### config.mk
export PLATFORM = sky130hd
export DESIGN_NAME = pipe_adder_nbit
export DESIGN_NICKNAME = d
export VERILOG_FILES = /design/src/rtl/pipe_adder_nbit.sv
export SDC_FILE = /design/constraint.sdc
export NUM_CORES = 1
export LEC_CHECK = 0
export CAP_MARGIN = 0
export CELL_PAD_IN_SITES_DETAIL_PLACEMENT = 1
export CELL_PAD_IN_SITES_GLOBAL_PLACEMENT = 1
export CORE_UTILIZATION = 44
export CTS_CLUSTER_SIZE = 8
export DETAILED_ROUTE_END_ITERATION = 6
export PLACE_DENSITY_LB_ADDON = 0.1
export REMOVE_ABC_BUFFERS = 1
export SLEW_MARGIN = 20
export SYNTH_ARGS = -nofsm -noshare
export SYNTH_HDL_FRONTEND = slang
export SYNTH_SLANG_ARGS = --single-unit
### constraint.sdc
create_clock -name clk -period 6 [get_ports clk]
set_input_delay 1.8 -clock clk [delete_from_list [all_inputs] [get_ports clk]]
set_output_delay 1.8 -clock clk [all_outputs]
set_load 0.005 [all_outputs]
### src/rtl/pipe_adder_nbit.sv
// pipe_adder_nbit: pipelined ripple-carry adder/subtractor, one SEG-bit segment per stage; define ADDER_SAT_EN to clamp S on signed overflow
module pipe_adder_nbit #(
   parameter int WIDTH = 16,
   parameter int SEG   = 4
) (
   input  logic             clk,
   input  logic             rst,
   input  logic             in_valid,
   output logic             in_ready,
   input  logic [WIDTH-1:0] A,
   input  logic [WIDTH-1:0] B,
   input  logic             Cin,
   input  logic             sub,
   output logic             out_valid,
   input  logic             out_ready,
   output logic [WIDTH-1:0] S,
   output logic             Cout,
   output logic             Ovf
);
   localparam int STAGES = WIDTH / SEG;
   localparam int L = STAGES - 1;

   if (WIDTH % SEG != 0) begin : g_bad_width
      $error("pipe_adder_nbit: WIDTH must be a multiple of SEG");
   end

   logic stall;
   logic out_valid_q, cout_q, ovf_q;
   logic [WIDTH-1:0] s_q;
   logic [WIDTH-1:0] res_d;
   logic ovf_d;

   // The whole pipe moves together; a held result freezes every stage behind it.
   assign stall = out_valid_q && !out_ready;
   assign in_ready = !stall && !rst;

   for (genvar k = 0; k < STAGES; k++) begin : g_st
      // Only operand bits not yet consumed travel on; bit 0 is this stage's segment.
      localparam int AW = WIDTH - k * SEG;
      logic [AW-1:0] a_in, b_in;
      logic [WIDTH-1:0] s_in, s_d;
      logic c_in, v_in, c_d;
      if (k == 0) begin : g_src
         assign a_in = A;
         assign b_in = sub ? ~B : B;
         assign s_in = '0;
         assign c_in = sub ? ~Cin : Cin;
         assign v_in = in_valid;
      end else begin : g_src
         assign a_in = g_st[k-1].g_reg.a_q;
         assign b_in = g_st[k-1].g_reg.b_q;
         assign s_in = g_st[k-1].g_reg.s_q;
         assign c_in = g_st[k-1].g_reg.c_q;
         assign v_in = g_st[k-1].g_reg.v_q;
      end
      // Ripple this stage's SEG full adders and splice the segment into the partial sum.
      always_comb begin
         logic cy;
         cy = c_in;
         s_d = s_in;
         for (int i = 0; i < SEG; i++) begin
            s_d[k*SEG+i] = a_in[i] ^ b_in[i] ^ cy;
            cy = (a_in[i] & b_in[i]) | (cy & (a_in[i] ^ b_in[i]));
         end
         c_d = cy;
      end
      if (k < L) begin : g_reg
         logic [AW-SEG-1:0] a_q, b_q;
         logic [WIDTH-1:0] s_q;
         logic c_q, v_q;
         // Stage register: bubbles pass through as v_q=0, nothing moves while stalled.
         always_ff @(posedge clk) begin
            if (rst) begin
               a_q <= '0;
               b_q <= '0;
               s_q <= '0;
               c_q <= 1'b0;
               v_q <= 1'b0;
            end else if (!stall) begin
               a_q <= a_in[AW-1:SEG];
               b_q <= b_in[AW-1:SEG];
               s_q <= s_d;
               c_q <= c_d;
               v_q <= v_in;
            end
         end
      end
   end

   // Signed overflow from the operand signs seen by the adder (B already inverted for sub).
   always_comb begin
      ovf_d = (g_st[L].a_in[SEG-1] == g_st[L].b_in[SEG-1]) && (g_st[L].s_d[WIDTH-1] != g_st[L].a_in[SEG-1]);
`ifdef ADDER_SAT_EN
      res_d = !ovf_d ? g_st[L].s_d : g_st[L].a_in[SEG-1] ? {1'b1, {(WIDTH-1){1'b0}}} : {1'b0, {(WIDTH-1){1'b1}}};
`else
      res_d = g_st[L].s_d;
`endif
   end

   // Output register closes the last stage; contents hold until the consumer takes them.
   always_ff @(posedge clk) begin
      if (rst) begin
         out_valid_q <= 1'b0;
         s_q <= '0;
         cout_q <= 1'b0;
         ovf_q <= 1'b0;
      end else if (!stall) begin
         out_valid_q <= g_st[L].v_in;
         s_q <= res_d;
         cout_q <= g_st[L].c_d;
         ovf_q <= ovf_d;
      end
   end

   assign out_valid = out_valid_q;
   assign S = s_q;
   assign Cout = cout_q;
   assign Ovf = ovf_q;
endmodule

==> results of run 1 <==
[state kept, by name, indices dropped and copies added, names as in the netlist]
| register | cells |
|---|---|
| Ovf | 1 |
| g_st.g_reg.v_q | 3 |
| out_valid | 1 |
| g_st.g_reg.a_q | 24 |
| Cout | 1 |
| g_st.g_reg.s_q | 24 |
| g_st.g_reg.b_q | 24 |
| S | 16 |
| g_st.g_reg.c_q | 3 |
[worst min-delay path, cell delays in order, from the launching register on]
cell                      delay [ns]
sky130_fd_sc_hd__dfxtp_1        0.32
sky130_fd_sc_hd__nand2_1        0.05
sky130_fd_sc_hd__a21oi_1        0.05
[stage by stage]
stage                     worst slack, ns  instance area (um^2)  hold WS [ns]
after floorplan                      1.43                  3840         0.426
after global placement               1.21                  4590         0.438
after detailed placement             1.19                  4590         0.444
after CTS                            1.19                  4780         0.456
after global routing                 1.17                  4780         0.471
final                                1.21                  4780         0.451
[per-layer routing]
layer | up-vias | routed length [um]
li1 | 1527 | -
met1 | 1484 | 3760
met2 | 43 | 4130
met3 | 8 | 234
met4 | 0 | 97
met5 | - | 0
[cell usage after synthesis (all sizes together)]
| library cell | n |
|---|---|
| ha | 1 |
| fa | 16 |
| nor2 | 27 |
| dfxtp | 97 |
| nand2b | 1 |
| buf | 27 |
| clkbuf | 8 |
| a211oi | 24 |
| or3 | 1 |
| a21oi | 72 |
| xor2 | 4 |
| nand2 | 143 |
| xnor2 | 14 |
| inv | 25 |
| nor2b | 1 |
[path summary, 6_finish.rpt]
check                   to  slack (ns)
setup / recovery  in_ready        1.21
hold / removal        S[1]        0.45
setup reg to reg       Ovf        3.43
hold reg to reg       S[1]        0.45
[power by group through the flow]
stage	sequential (mW)	clock, mW	combinational, mW
floorplan	0.720	0	0.0793
global placement	0.722	0	0.145
detailed placement	0.725	0	0.151
CTS	0.710	0.439	0.152
global route	0.715	0.463	0.168
finish	0.709	0.424	0.148
[logic make-up after synthesis]
family                     Yosys count  share of synthesized area (%)
and+or+nand+nor                    173                           16.5
DFF                                 97                           47.6
AOI/OAI and AO/OA                   96                           15.7
buffers and inverters               60                           8.13
xor gates and xnor gates            18                           3.87
adders and majority gates           17                           8.16
[area by class of cell]
class	count	area (um^2)	area share, %
sequential	97	1940	40.6
multi-input combinational	304	1800	37.7
timing repair buffer	63	613	12.8
clock buffer	12	145	3.03
tap	108	135	2.82
inverter	25	93.8	1.96
clock inverter	4	52.6	1.10
==> impl_summary.txt, run 1 <==
----------------------------------------------------
[Routing]
  Final routed wire length divided by cell count ... 13.4 um
  Iteration-0 DRC Markers ... 80
  Post-detailed-routing wire length ... 8220 um
  Via total after detailed routing ... 3062
  Count of unresolved DRC violations after routing ... 2
  Detailed-router iteration count before antenna repair ... 7
  Post-detailed-route via-to-cell ratio ... 5.00
  DRT antenna net count ... 0

[GRT]
  GRT met3 Usage ... 3.01%
  GR Layer Usage met2 ... 32.3%
  Via count of the first global-routing pass ... 3149
  Pin count of the biggest net entering global routing ... 79
  Met1 Usage GRT ... 22.1%
  Global-route wire length before repair ... 14200 um
  GRT busiest layer ... met2
  Total global routing overflow ... 0
  Number of antenna violations at the first check in global routing ... 0
  Overall routing resource usage ... 18.2%

[Pwr]
  Total power per unit cell area ... 268 mW/mm^2
  Net switching share of the total power ... 24.3%
  Net switching power ... 0.311 mW
  Combinational fraction of design power ... 11.5%
  Sequential group share of total power ... 55.4%
  Static leakage ... 1.80 nW
  Peak ir drop on the vdd network ... 126 uV
  Internal portion of total power ... 0.969 mW
  Total chip power ... 1.28 mW
  Clock share of power ... 33.1%

[Clock tree]
  Reg clk slew, reported paths ... 0.10 ns
  Number of cells upsized or downsized after cts ... 0
  Number of buffers created by CTS ... 9
  Number of buffers added to fix hold violations after cts ... 0
  Setup fix buffers added after clock tree synthesis ... 0
  Total number of H-tree levels ... 3
  CTS tree ... yes
  Clk sink count ... 97
  Cell at the root of the clock tree ... sky130_fd_sc_hd__clkbuf_8
  Maximum buffer depth of the clock tree ... 2
  Clock insertion delay at the later pin of the skew report ... 0.35 ns

[Timing]
  RSZ-0062 raised after global routing ... false
  Max Fclk ... 0.209 GHz
  Count of final setup violators ... 0
  TNS Setup ... 0 ns
  Final cycle utilization of the critical path ... 79.8%
  Worst Skew ... 0.0126 ns
  Final number of hold-violating endpoints ... 0
  Worst relative slew slack ... 46.1%
  Number of max-slew violations in the final report ... 0
  Actual slew at the worst max-slew pin ... 0.808 ns
  Clock period minus final worst setup slack ... 4.79 ns

[Setup path]
  Type of element capturing the critical path ... output pin
  Critical Path Max Stage Delay ... 0.53 ns
  Setup Crit Path Kind ... in2out
  Launch point of the critical path ... out_ready
  Ordered cell list for the critical path ... clkdlybuf4s50_1 -> nor2b_4 -> nor2_1 -> clkdlybuf4s50_1
  Data required time at the worst endpoint ... 4.20 ns
  Buffers and inverters on the worst path ... 2
  Depth of the most critical reg-to-reg path ... 10
  Gate family responsible for the most delay along the worst path ... buffers and inverters
  Startpoint of the most critical register-to-register path ... g_st[2].g_reg.a_q[0]
  Critical path launch point type ... input pin
  Max stage delay cell, worst path ... sky130_fd_sc_hd__clkdlybuf4s50_1
  Data arrival time of the worst path ... 2.99 ns
  Largest driver fanout on the critical path ... 2
  Top cell by count, worst path ... sky130_fd_sc_hd__clkdlybuf4s50_1
  Cell count along the critical path ... 4

[Floorplanning]
  Width of the chip ... 98.3 um
  Vertical die dimension ... 98.3 um
  IO Count ... 58
  Area of the core ... 0.00885 mm^2
  Number of cell rows ... 34
  Effective utilization at floorplan ... 46.1%
  Die Outline Area ... 0.00965 mm^2

[Final layout]
  Fill count ... 1052
  Share of post-route cells with drive strength above 1 ... 8.51%
  Final Util ... 54.1%
  Most used cells in the layout excluding fill and tap cells ... sky130_fd_sc_hd__nand2_1, sky130_fd_sc_hd__dfxtp_1, sky130_fd_sc_hd__a21oi_1
  Total Nets Final ... 555
  Non-filler cells, final ... 613
  Most common library cell in the layout ignoring fill and taps ... sky130_fd_sc_hd__nand2_1
  Antenna diode count ... 0
  Signed area change from the synthesized netlist to the final layout ... 17.4%

[Placement]
  Quantity of I/O buffers inserted on ports ... 57
  Cell total after placement ... 597
  Final weighted congestion in routability-driven placement ... 0.720
  DP HPWL ... 5470 um

[Logic synthesis]
  Seq cells post-synth ... 97
  Yosys synthesis warning count ... 0
  Share of the synthesized area in the top cell type ... 47.6%
  Instance count of the mapped netlist ... 461
  Main area contributors after synthesis ... sky130_fd_sc_hd__dfxtp_1, sky130_fd_sc_hd__nand2_1, sky130_fd_sc_hd__a21oi_1, sky130_fd_sc_hd__fa_1, sky130_fd_sc_hd__a211oi_2
  Largest area contributor in the synthesized netlist ... sky130_fd_sc_hd__dfxtp_1
  Unique masters post-synth ... 19
  Post-Syn Area per Cell ... 8.84 um^2
  Portion of the post-synthesis area used by sequential elements ... 47.6%
  Mapped cell area ... 0.00408 mm^2

[Flow run]
  Max Cap Violations ... 0

[Outcome]
  Status ... finished with violations
  Violated checks ... DRC

[Worst hold path]
  Hold-critical path depth ... 2
  Worst min-delay path category ... reg2reg
  Origin of the worst min-delay path ... g_st[2].g_reg.s_q[1]

----------------------------------------------------
(Power assumes the default switching activity.)
==> run 2, diff against run 1 <==
- CORE_UTILIZATION: 44 -> 41
- clock period: 6 -> 4.9 ns (I/O delays scaled with it)
==> run 2 against run 1 <==
The flow now finishes without violations; die area rose by 7.2%; global-route usage fell by 1.1 points; sequential power rose by 22%; setup slack got worse by 0.50 ns; sequential share of layout area fell by 0.49 points; first-iteration DRC count rose by 7.5%; clock skew fell by 0.0041 ns; critical path type unchanged; largest power group unchanged; design area rose by 1.2%; via count fell by 0.82%; highest routed layer unchanged; register-to-register slack got worse by 1.1 ns; sequential cell count did not move; routed wire length fell by 0.77%.
==> impl_summary.txt, run 2 (synthesis gave the netlist of run 1 again) <==
----------------------------------------------------
[Outcome]
  Status ... finished clean

[Clock tree]
  Number of buffers created by CTS ... 9 (unchanged)
  Clk sink count ... 97 (unchanged)
  Total number of H-tree levels ... 3 (unchanged)
  Cell at the root of the clock tree ... sky130_fd_sc_hd__clkbuf_8
  Setup fix buffers added after clock tree synthesis ... 0 (unchanged)
  CTS tree ... yes
  Clock insertion delay at the later pin of the skew report ... 0.35 ns (about the same)
  Reg clk slew, reported paths ... 0.09 ns (about the same)
  Maximum buffer depth of the clock tree ... 2 (unchanged)
  Number of cells upsized or downsized after cts ... 0 (unchanged)
  Number of buffers added to fix hold violations after cts ... 0 (unchanged)

[Setup path]
  Critical Path Max Stage Delay ... 0.58 ns (+0.05 ns)
  Startpoint of the most critical register-to-register path ... g_st[2].g_reg.a_q[0]
  Top cell by count, worst path ... sky130_fd_sc_hd__clkdlybuf4s50_1
  Data required time at the worst endpoint ... 3.43 ns (-0.77 ns)
  Data arrival time of the worst path ... 2.72 ns (-0.27 ns)
  Critical register-to-register path endpoint ... Ovf
  Ordered cell list for the critical path ... clkdlybuf4s50_1 -> nor2b_4 -> nor2_1 -> clkdlybuf4s50_1
  Critical path launch point type ... input pin
  Slack of the worst reg-to-reg path ... 2.33 ns (-1.10 ns)
  Crit path capture ... in_ready
  Largest driver fanout on the critical path ... 2 (unchanged)
  Launch point of the critical path ... out_ready
  Depth of the most critical reg-to-reg path ... 10 (unchanged)
  Type of element capturing the critical path ... output pin
  Max stage delay cell, worst path ... sky130_fd_sc_hd__clkdlybuf4s50_1
  Setup Crit Path Kind ... in2out

[Timing]
  Max Fclk ... 0.238 GHz
  Final cycle utilization of the critical path ... 85.6%
  Hold_ws ... 0.452 ns (+0.000694 ns)
  Number of max-slew violations in the final report ... 0 (unchanged)
  Worst Skew ... 0.00851 ns (-0.00408 ns)
  Worst relative slew slack ... 40.6% (-5.5 points)
  RSZ-0062 raised after global routing ... false
  Actual slew at the worst max-slew pin ... 0.891 ns (+0.0825 ns)
  Count of final setup violators ... 0 (unchanged)
  Final number of hold-violating endpoints ... 0 (unchanged)
  Clock period minus final worst setup slack ... 4.19 ns
  Setup slack of the critical path after layout ... 0.706 ns (-0.504 ns)
  TNS Setup ... 0 ns (unchanged)

[Pwr]
  Peak ir drop on the vdd network ... 125 uV (-0.37%)
  Static leakage ... 1.82 nW (+1.1%)
  Total power per unit cell area ... 333 mW/mm^2 (+24%)

[Routing]
  Via total after detailed routing ... 3037 (-0.82%)
  Detailed-router iteration count before antenna repair ... 4 (-3)
  Iteration-0 DRC Markers ... 86 (+7.5%)
  Final routed wire length divided by cell count ... 12.8 um (-4.5%)
  DRT antenna net count ... 0 (unchanged)
  Post-detailed-routing wire length ... 8160 um (-0.77%)
  Count of unresolved DRC violations after routing ... 0 (-2)
  Post-detailed-route via-to-cell ratio ... 4.77 (-4.6%)

[Final layout]
  Signed area change from the synthesized netlist to the final layout ... 18.8%
  Total Nets Final ... 553 (-0.36%)
  Share of post-route cells with drive strength above 1 ... 8.55% (+0.034 points)
  Most common library cell in the layout ignoring fill and taps ... sky130_fd_sc_hd__nand2_1
  Non-filler cells, final ... 637 (+3.9%)
  Fill count ... 1134 (+7.8%)
  Top Registers ... g_st.g_reg.a_q: 24 flops, g_st.g_reg.b_q: 24 flops, g_st.g_reg.s_q: 24 flops
  Most used cells in the layout excluding fill and tap cells ... sky130_fd_sc_hd__nand2_1, sky130_fd_sc_hd__dfxtp_1, sky130_fd_sc_hd__a21oi_1

[Flow run]
  Max Cap Violations ... 0 (unchanged)

[Floorplanning]
  Die Outline Area ... 0.0103 mm^2 (+7.2%)
  Vertical die dimension ... 102 um (+3.5%)
  IO Count ... 58 (unchanged)
  Effective utilization at floorplan ... 42.1% (-4.0 points)
  Number of cell rows ... 36 (+5.9%)
  Area of the core ... 0.00968 mm^2 (+9.4%)
  Width of the chip ... 102 um (+3.5%)

[GRT]
  Via count of the first global-routing pass ... 3004 (-4.6%)
  Number of antenna violations at the first check in global routing ... 1 (+1)
  Global-route wire length before repair ... 13600 um (-4.2%)
  Total global routing overflow ... 0 (unchanged)
  Overall routing resource usage ... 17.1% (-1.1 points)
  Pin count of the biggest net entering global routing ... 79 (unchanged)

[Placement]
  DP HPWL ... 5160 um (-5.6%)
  Minimum setup slack after placement ... 0.683 ns (-0.507 ns)
  Quantity of I/O buffers inserted on ports ... 57 (unchanged)
  Cell total after placement ... 620 (+3.9%)
  Final weighted congestion in routability-driven placement ... 0.689 (-4.3%)

[Worst hold path]
  Worst min-delay path category ... reg2reg

----------------------------------------------------
## run 2: worst min path at each step
stage / endpoint / slack (ns) / from / cells after the start
global placement: S[0] / 0.44 / S[0] / 2
finish: S[7] / 0.45 / S[7] / 2
CTS: S[7] / 0.46 / S[7] / 2
global route: g_st[1].g_reg.a_q[7] / 0.48 / g_st[1].g_reg.a_q[7] / 2
floorplan: g_st[0].g_reg.a_q[0] / 0.43 / g_st[0].g_reg.a_q[0] / 2
detailed placement: g_st[2].g_reg.s_q[2] / 0.44 / g_st[2].g_reg.s_q[2] / 2
## run 2: per-stage QoR
step	instance area (um^2)	power [mW]	utilization, %
after global routing	4840	1.70	50.0
after detailed placement	4620	1.07	47.7
after CTS	4840	1.64	50.0
after floorplan	3840	0.978	-
after global placement	4620	1.06	47.7
final	4840	1.61	50.0
## run 2: power by group
part / leakage (nW) / internal [mW] / switching, mW
Clock: 0.112 / 0.293 / 0.270
Combinational: 0.911 / 0.0955 / 0.0856
Sequential: 0.798 / 0.841 / 0.0271
Total: 1.82 / 1.23 / 0.382
## run 2: area by class of cell
| class | count | area (um^2) | share of cell area [%] |
|---|---|---|---|
| clock buffers | 13 | 179 | 3.69 |
| well taps | 133 | 166 | 3.44 |
| repair buffers | 61 | 611 | 12.6 |
| diodes | 1 | 2.50 | 0.0517 |
| multi-input cells | 304 | 1800 | 37.2 |
| clock inverters | 3 | 46.3 | 0.956 |
| flip-flops and latches | 97 | 1940 | 40.1 |
| inverters | 25 | 93.8 | 1.94 |
## run 2: critical path, delay by kind of cell
family                 cells  cell delay [ns]
and+or+nand+nor            2             0.15
buffers and inverters      2             1.11
## run 2: routing by layer
layer	part of all wire, %	track usage (%)	wire length, um
met5	0	0	0
met4	1.5	7.69	121
met2	47	28.7	3830
met1	47	20.9	3830
met3	4.5	3.80	369
==> run 3, diff against run 2 <==
- PLACE_DENSITY: default -> 0.75
- PLACE_DENSITY_LB_ADDON: 0.1 -> default
==> run 3 against run 2 <==
Clock skew shrank 0.0014 ns; first-iteration DRC count grew 4.7%; cell count grew 0.16%; clock power shrank 16%; setup slack lost 0.063 ns.
==> impl_summary.txt, run 3 (synthesis gave the netlist of run 1 again) <==
----------------------------------------------------
[Routing]
  Post-detailed-route via-to-cell ratio ... 4.78 (+0.20%)
  Final routed wire length divided by cell count ... 13.1 um (+2.2%)
  Post-Route M1 WL ... 3850 um (+0.55%)
  Post-detailed-routing wire length ... 8350 um (+2.4%)
  Met3 WL post-DR ... 229 um (-38%)
  Detailed-router iteration count before antenna repair ... 3 (-1)
  Highest routed layer ... met4
  Sum of met2 wire segment lengths after detailed routing ... 4140 um (+7.9%)
  Iteration-0 DRC Markers ... 90 (+4.7%)
  Count of unresolved DRC violations after routing ... 0 (unchanged)
  Via total after detailed routing ... 3048 (+0.36%)
  DRT antenna net count ... 0 (unchanged)

[Pwr]
  Net switching power ... 0.387 mW (+1.2%)
  Internal portion of total power ... 1.14 mW (-7.5%)
  Sequential group share of total power ... 57.0% (+3.1 points)
  Static leakage ... 1.81 nW (-0.68%)
  Peak ir drop on the vdd network ... 133 uV (+6.0%)
  Net switching share of the total power ... 25.4% (+1.7 points)
  Clock share of power ... 31.0% (-3.9 points)
  Total power per unit cell area ... 316 mW/mm^2 (-5.1%)
  Combinational fraction of design power ... 12.0% (+0.8 points)

[Floorplanning]
  Die Outline Area ... 0.0103 mm^2 (unchanged)
  Area of the core ... 0.00968 mm^2 (unchanged)
  IO Count ... 58 (unchanged)
  Effective utilization at floorplan ... 42.1% (unchanged)
  Vertical die dimension ... 102 um (unchanged)
  Number of cell rows ... 36 (unchanged)
  Width of the chip ... 102 um (unchanged)

[Placement]
  Cell area reported after detailed placement ... 0.00462 mm^2 (+0.16%)
  Cell total after placement ... 621 (+0.16%)
  DP HPWL ... 5350 um (+3.7%)
  Quantity of I/O buffers inserted on ports ... 57 (unchanged)
  Final weighted congestion in routability-driven placement ... 0.679 (-1.5%)

[Setup path]
  Startpoint of the most critical register-to-register path ... g_st[2].g_reg.a_q[0]
  Largest driver fanout on the critical path ... 2 (unchanged)
  Launch point of the critical path ... out_ready
  Critical path launch point type ... input pin
  Critical Path Max Stage Delay ... 0.60 ns (+0.02 ns)
  Gate family responsible for the most delay along the worst path ... buffers and inverters
  Ordered cell list for the critical path ... clkdlybuf4s50_1 -> nor2b_4 -> nor2_1 -> clkdlybuf4s50_1
  Setup Crit Path Kind ... in2out
  Top cell by count, worst path ... sky130_fd_sc_hd__clkdlybuf4s50_1
  Buffers and inverters on the worst path ... 2 (unchanged)
  Type of element capturing the critical path ... output pin
  Data required time at the worst endpoint ... 3.43 ns (about the same)
  Data arrival time of the worst path ... 2.79 ns (+0.07 ns)
  Max stage delay cell, worst path ... sky130_fd_sc_hd__clkdlybuf4s50_1

[Final layout]
  Fill count ... 1137 (+0.26%)
  Top Registers ... g_st.g_reg.a_q: 24 flops, g_st.g_reg.b_q: 24 flops, g_st.g_reg.s_q: 24 flops
  Most common library cell in the layout ignoring fill and taps ... sky130_fd_sc_hd__nand2_1
  Final Util ... 49.8% (-0.19 points)
  Signed area change from the synthesized netlist to the final layout ... 18.4%
  Share of post-route cells with drive strength above 1 ... 8.51% (-0.034 points)
  Area of all placed cells without fillers ... 0.00482 mm^2 (-0.39%)
  Antenna diode count ... 0 (-1)
  Most used cells in the layout excluding fill and tap cells ... sky130_fd_sc_hd__nand2_1, sky130_fd_sc_hd__dfxtp_1, sky130_fd_sc_hd__a21oi_1
  Total Nets Final ... 555 (+0.36%)
  Non-filler cells, final ... 638 (+0.16%)

[Timing]
  Worst Skew ... 0.00715 ns (-0.00135 ns)
  TNS Setup ... 0 ns (unchanged)
  Actual slew at the worst max-slew pin ... 0.798 ns (-0.0931 ns)
  Count of final setup violators ... 0 (unchanged)
  Clock period minus final worst setup slack ... 4.26 ns (+0.0631 ns)
  Final number of hold-violating endpoints ... 0 (unchanged)
  Max Fclk ... 0.235 GHz (-1.5%)
  Worst relative slew slack ... 46.8% (+6.2 points)
  Final cycle utilization of the critical path ... 86.9% (+1.3 points)
  Number of max-slew violations in the final report ... 0 (unchanged)
  RSZ-0062 raised after global routing ... false

[Worst hold path]
  Origin of the worst min-delay path ... g_st[1].g_reg.a_q[5]
  Worst min-delay path category ... reg2reg

[GRT]
  Via count of the first global-routing pass ... 2969 (-1.2%)
  Overall routing resource usage ... 17.2% (+0.088 points)
  Pin count of the biggest net entering global routing ... 98 (+24%)
  Global-route wire length before repair ... 13600 um (+0.15%)
  Total global routing overflow ... 0 (unchanged)
  Number of antenna violations at the first check in global routing ... 0 (-1)

[Clock tree]
  Clock insertion delay at the later pin of the skew report ... 0.35 ns (about the same)
  Cell at the root of the clock tree ... sky130_fd_sc_hd__clkbuf_8
  CTS tree ... yes
  Setup fix buffers added after clock tree synthesis ... 0 (unchanged)
  Number of cells upsized or downsized after cts ... 0 (unchanged)
  Clk sink count ... 97 (unchanged)
  Reg clk slew, reported paths ... 0.09 ns (about the same)
  Number of buffers added to fix hold violations after cts ... 0 (unchanged)
  Total number of H-tree levels ... 3 (unchanged)
  Number of buffers created by CTS ... 9 (unchanged)
  Maximum buffer depth of the clock tree ... 2 (unchanged)

[Outcome]
  Status ... finished clean

[Flow run]
  Max Cap Violations ... 0 (unchanged)

----------------------------------------------------
run 3: cell types whose count changed in the layout (fill, tap and decap cells not counted), sizes merged:
cell and delta:
buf +2, bufinv -1, clkbuf -1, clkinv +1, clkinvlp +1, diode -1
run 3: final cells by class:
cell class	instances	area [um^2]	area share [%]
repair buffers	63	646	13.4
clock inverters	4	28.8	0.596
clock buffers	12	145	3.01
multi-input cells	304	1800	37.4
inverters	25	93.8	1.95
flip-flops and latches	97	1940	40.2
well taps	133	166	3.45
run 3: final timing paths:
kind	slack [ns]	endpoint	cells after the start
worst max-delay path	0.64	in_ready	4
worst min-delay path	0.46	g_st[1].g_reg.a_q[5]	2
worst max register to register	2.32	Ovf	10
worst min register to register	0.46	g_st[1].g_reg.a_q[5]	2
run 3: worst register-to-register path: stages (launching register included):
cell and delay [ns]:
sky130_fd_sc_hd__dfxtp_1 0.32, sky130_fd_sc_hd__inv_1 0.07, sky130_fd_sc_hd__fa_1 0.17, sky130_fd_sc_hd__inv_1 0.05, sky130_fd_sc_hd__fa_1 0.38, sky130_fd_sc_hd__fa_1 0.38, sky130_fd_sc_hd__inv_1 0.08, sky130_fd_sc_hd__fa_1 0.45
sky130_fd_sc_hd__xor2_1 0.16, sky130_fd_sc_hd__or3_1 0.31, sky130_fd_sc_hd__a21oi_1 0.14
run 3: power groups by stage:
stage          Clock [mW]  Sequential, mW  Combinational (mW)
2_1_floorplan           0           0.881              0.0972
3_3_place_gp            0           0.885               0.176
3_5_place_dp            0           0.888               0.184
4_1_cts             0.495           0.870               0.185
5_1_grt             0.528           0.876               0.207
6_report            0.473           0.869               0.183
run 3: metal layers:
metal	global-route usage (%)	up-vias
met2	29.3	40
met3	3.04	10
met1	21.0	1468
met4	8.03	0
met5	0	-
li1	-	1530
run 3: through the flow:
stage	hold slack, ns	total power [mW]	worst slack (ns)
6_report	0.455	1.52	0.643
5_1_grt	0.469	1.61	0.608
4_1_cts	0.457	1.55	0.606
3_5_place_dp	0.444	1.07	0.618
3_3_place_gp	0.437	1.06	0.605
2_1_floorplan	0.426	0.978	0.985
